$ cat src/rtl/demux_sel_loader.sv
// demux_sel_loader: drives the data bit and select of a registered 1-to-2**SEL_W
// demux tree. Values come either from a serial frame (data bit first, then the
// select MSB first) or from a built-in walking sweep over every select value.
// All outputs are registered, so the tree only sees clean, stable sel/in.
module demux_sel_loader #(
    parameter int SEL_W     = 9,
    parameter int SWEEP_DIV = 4
) (
    input  logic             clk,
    input  logic             rst_n,
    input  logic             sdi,
    input  logic             shift_en,
    input  logic             frame_clr,
    input  logic             sweep_start,
    output logic             dmx_in,
    output logic [SEL_W-1:0] dmx_sel,
    output logic             frame_done,
    output logic             sweep_done,
    output logic             busy
);

    // Frame is the data bit plus SEL_W select bits; the counter must reach SEL_W+1.
    localparam int                 CNT_W     = $clog2(SEL_W + 2);
    localparam logic [CNT_W-1:0]   FRAME_LEN = CNT_W'(SEL_W + 1);
    localparam logic [CNT_W-1:0]   CNT_ONE   = CNT_W'(1);
    localparam logic [7:0]         DIV_LAST  = 8'(SWEEP_DIV - 1);
    localparam logic [SEL_W-1:0]   SEL_LAST  = '1;
    localparam logic [SEL_W-1:0]   SEL_ONE   = SEL_W'(1);

    // IDLE: no bits held. SHIFT: partial frame. APPLY: one-cycle load.
    // SWEEP: walking sweep, during which dmx_sel doubles as the sweep position.
    typedef enum logic [1:0] {
        ST_IDLE  = 2'd0,
        ST_SHIFT = 2'd1,
        ST_APPLY = 2'd2,
        ST_SWEEP = 2'd3
    } state_t;

    state_t           state;
    logic [SEL_W:0]   shreg;
    logic [CNT_W-1:0] cnt;
    logic [7:0]       div;

    logic [SEL_W:0]   shift_next;
    logic [CNT_W-1:0] cnt_inc;
    logic             frame_full;

    // Next shift-register contents and bit count if a bit is accepted this cycle.
    always_comb begin
        shift_next = {shreg[SEL_W-1:0], sdi};
        cnt_inc    = cnt + CNT_ONE;
        frame_full = (cnt_inc == FRAME_LEN);
    end

    // Control FSM with all outputs registered; reset drops everything to IDLE silently.
    always_ff @(posedge clk or negedge rst_n) begin
        if (!rst_n) begin
            state      <= ST_IDLE;
            shreg      <= '0;
            cnt        <= '0;
            div        <= '0;
            dmx_in     <= 1'b0;
            dmx_sel    <= '0;
            frame_done <= 1'b0;
            sweep_done <= 1'b0;
            busy       <= 1'b0;
        end else begin
            frame_done <= 1'b0;
            sweep_done <= 1'b0;
            case (state)
                ST_IDLE, ST_SHIFT: begin
                    if (frame_clr) begin
                        // Discard a partial frame; the demux outputs keep their value.
                        shreg <= '0;
                        cnt   <= '0;
                        busy  <= 1'b0;
                        state <= ST_IDLE;
                    end else if (shift_en) begin
                        shreg <= shift_next;
                        cnt   <= cnt_inc;
                        busy  <= 1'b1;
                        state <= frame_full ? ST_APPLY : ST_SHIFT;
                    end else if ((state == ST_IDLE) && sweep_start) begin
                        // Sweep starts at select 0 with the data bit high.
                        dmx_in  <= 1'b1;
                        dmx_sel <= '0;
                        div     <= '0;
                        busy    <= 1'b1;
                        state   <= ST_SWEEP;
                    end
                end

                ST_APPLY: begin
                    // MSB of the shift register is the first bit received: the data bit.
                    dmx_in     <= shreg[SEL_W];
                    dmx_sel    <= shreg[SEL_W-1:0];
                    frame_done <= 1'b1;
                    cnt        <= '0;
                    busy       <= 1'b0;
                    state      <= ST_IDLE;
                end

                ST_SWEEP: begin
                    if (div == DIV_LAST) begin
                        div <= '0;
                        if (dmx_sel == SEL_LAST) begin
                            // Last position finished: park the demux and report.
                            dmx_in     <= 1'b0;
                            dmx_sel    <= '0;
                            sweep_done <= 1'b1;
                            busy       <= 1'b0;
                            state      <= ST_IDLE;
                        end else begin
                            dmx_sel <= dmx_sel + SEL_ONE;
                        end
                    end else begin
                        div <= div + 8'd1;
                    end
                end

                default: begin
                    state <= ST_IDLE;
                end
            endcase
        end
    end

endmodule

$ cat config.mk
export PLATFORM = sky130hd
export DESIGN_NAME = demux_sel_loader
export DESIGN_NICKNAME = d
export VERILOG_FILES = /design/src/rtl/demux_sel_loader.sv
export SDC_FILE = /design/constraint.sdc
export NUM_CORES = 1
export LEC_CHECK = 0
export CAP_MARGIN = 10
export CELL_PAD_IN_SITES_DETAIL_PLACEMENT = 1
export CELL_PAD_IN_SITES_GLOBAL_PLACEMENT = 1
export CORE_UTILIZATION = 47
export DETAILED_ROUTE_END_ITERATION = 10
export PLACE_DENSITY_LB_ADDON = 0.1
export SYNTH_ARGS = -nofsm -noshare
export SYNTH_HDL_FRONTEND = slang
export SYNTH_SLANG_ARGS = --single-unit
$ cat constraint.sdc
create_clock -name clk -period 2.7 [get_ports clk]
set_clock_uncertainty 0.05 [all_clocks]
set_input_delay 0.54 -clock clk [delete_from_list [all_inputs] [get_ports clk]]
set_output_delay 0.54 -clock clk [all_outputs]
set_load 0.05 [all_outputs]
==> flow_summary.yaml <==
min_path:
  hp-class: "input pin to async pin"
logic_synthesis:
  ys_types: 53
  synthMuxAreaShare_pct: 1.574
  synth_fa_ha_area_share_pct: 3.027
  synth_area_um2: 2067
  synth_compound_area_share_pct: 25.24
  syn_avg_cell_area_um2: 9.395
  synthSimpleGateAreaFrac_pct: 20.64
  yosysWarnings: 0
  netlist_instances: 220
  syn_nets: 231
  synth_xor_area_share_pct: 1.695
  synthFlopType: "dfrtp_1"
  synth_edf_count: 0
  synthArstFlopShare_pct: 100.0
  ys_seq_elements: 37
  synth_top_family_by_area: "compound AO/OA/AOI/OAI gates"
  ys_seq_area_share_pct: 44.79
global_route:
  grt_usage_pct: 26.63
  grt_pass1_wl_mm: 9.080
  grt_remaining_overflow: 0
  grt_pass1_vias: 1888
  grt_max_degree: 38
  antenna_found_initial: 0
floorplanning:
  die_h_um: 68.32
  core_um2: 4115
  start_util_pct: 50.23
  std_cell_rows: 23
  die_area_um2: 4667
  dieWidth_um: 68.32
  ioPinCount: 19
clocking:
  cts-hold-fix-buffers: 0
  htree_levels: 2
  cts-resized-gates: 0
  cts_tree: "yes"
  cts-buffers-inserted: 5
  cts_setup_buffers: 0
  cts_root_buffer: "clkbuf_8"
  cts.sinks: 37
  clk_path_buf_depth: 2
  cts.reportedPaths.clkPinSlew_ns: 0.07
  clk_latency_ns: 0.29
power_and_ir_drop:
  swShare_pct: 32.81
  p_per_area_nw_per_um2: 546.4
  p_switching_w: 0.0004284
  ir_worst_vdd_mv: 0.3222
  p_int_w: 0.0008775
  p_leak_nw: 0.9607
  p_comb_share_pct: 20.4
  p_seq_share_pct: 50.9
  power_frac_clock_pct: 28.7
  power_w: 0.001306
detailed_routing:
  wirelength_mm: 5.406
  drtIter0Drc: 185
  wl_per_cell_um: 18.51
  final_antenna_net_count: 0
  viasPerCell: 6.452
  drcViolationCount: 0
  dr.pass1.iters: 4
  vias: 1884
setup_path:
  crit_path_start_kind: "flop"
  cp.required_ns: 2.82
  cp-end-kind: "flop"
  cp.arrival_ns: 2.33
  path_max_fanout: 6
  worstSetupPathType: "flop to flop"
  reg2reg_depth: 8
place:
  placed_area_um2: 2306
  hpwl_mm: 3.886
  gp_congestion: 0.8516
  portBuffers: 18
  pre_cts_slack_ns: 0.2888
sta:
  hold_slack_ns: 0.2848
  setup-tns-final_ns: 0
  period_minus_slack_ns: 2.211
  setup_ws_ns: 0.4885
  finalHoldViolations: 0
  drv_slew: 0
  rsz0062_at_grt: "false"
  period_share_pct: 81.91
  timing.fmax_mhz: 452.2
  relSlewSlack_pct: 46.20
  worst_pin_slew_ns: 0.8070
  setup_viol: 0
layout:
  final_area_um2: 2390
  area_growth_pct: 15.62
  layout.nets: 252
  antennaDiodeCount: 0
  drive_gt1_share_pct: 10.33
flow_run:
  drv_cap: 0
outcome:
  status: "complete, no violations"
path summary, 6_finish.rpt:
kind / start / end / slack, ns
max: dmx_sel[1] / dmx_sel[7] / 0.49
min: rst_n / div[7] / 0.28
max reg2reg: dmx_sel[1] / dmx_sel[7] / 0.49
min reg2reg: busy / busy / 0.47
max in group asynchronous: rst_n / dmx_sel[0] / 1.80
min in group clk: busy / busy / 0.47
cell usage in the layout, fill, tap and decap left out, drive strengths merged, types with 3 or more instances in the layout:
| cell | synthesis | routed |
|---|---|---|
| nand2 | 25 | 25 |
| o22ai | 4 | 4 |
| or3 | 6 | 6 |
| o21ai | 30 | 30 |
| nand3 | 15 | 15 |
| a21oi | 11 | 11 |
| clkdlybuf4s50 | 0 | 17 |
| a22oi | 11 | 11 |
| nor2 | 13 | 13 |
| xnor2 | 3 | 3 |
| inv | 7 | 7 |
| o2bb2ai | 3 | 3 |
| dfrtp | 37 | 37 |
| ha | 5 | 5 |
| a221o | 3 | 3 |
| nand4 | 4 | 4 |
| clkbuf | 7 | 7 |
| buf | 2 | 6 |
synth_stat cells (all sizes together), types with 2 or more instances:
cell type,n,area (um^2)
a21oi,11,55.05
a221o,3,30.03
a22o,2,18.77
a22oi,11,82.58
a32oi,2,25.03
and3b,2,18.77
buf,2,10.01
clkbuf,7,26.28
dfrtp,37,925.9
ha,5,62.56
inv,7,26.28
mux2,2,22.52
nand2,25,93.84
nand3,15,75.07
nand4,4,25.02
nand4b,2,17.52
nor2,13,51.30
nor4,2,27.53
o21ai,30,153.9
o22ai,4,31.28
o2bb2ai,3,26.28
or3,6,37.54
xnor2,3,26.28
cell families after synthesis:
group           count (synthesis)
compound gates                 77
simple gates                   78
buf+inv                        16
fa+ha+maj                       5
flops                          37
mux                             3
xor+xnor                        4
registers in the layout, summed over array words and instances (netlist names):
signal      count
sweep_done      1
cnt             4
shreg          10
dmx_in          1
frame_done      1
busy            1
state           2
div             8
dmx_sel         9
stage by stage:
step,util [%],instances
2_1_floorplan,-,220
3_3_place_gp,56.04,284
3_5_place_dp,56.04,284
4_1_cts,58.07,292
5_1_grt,58.07,292
6_report,58.07,292
per-layer routing:
metal / track usage [%] / up-vias / part of all wire [%]
li1: - / 873 / -
met1: 34.37 / 953 / 46
met2: 43.14 / 45 / 48
met3: 6.167 / 13 / 3.8
met4: 9.635 / 0 / 1.8
met5: 0 / - / 0
final cells by class:
class | count | area [um^2]
Timing Repair Buffer | 23 | 212.7
Inverter | 7 | 26.28
Clock inverter | 1 | 7.507
Clock buffer | 7 | 76.32
Multi-Input combinational cell | 167 | 1079
Fill cell | 463 | 1725
Sequential cell | 37 | 925.9
Tap cell | 50 | 62.56
worst max-delay path, cell delays in order, from the launching register on:
cell and delay [ns]:
dfrtp_1 0.45, ha_1 0.30, nand3_1 0.10, nor2_1 0.11, ha_1 0.25, and3b_1 0.25, nand3_1 0.23, a21oi_1 0.08
a221o_1 0.27
power groups by stage:
stage / sequential (W) / combinational (W) / clock, W
after global routing: 0.000671 / 0.000294 / 0.000409
after CTS: 0.000662 / 0.000268 / 0.000388
final: 0.000665 / 0.000266 / 0.000375
after global placement: 0.000667 / 0.000255 / 0
after detailed placement: 0.000673 / 0.000266 / 0
after floorplan: 0.000686 / 0.000149 / 0
(Power assumes the default switching activity.)
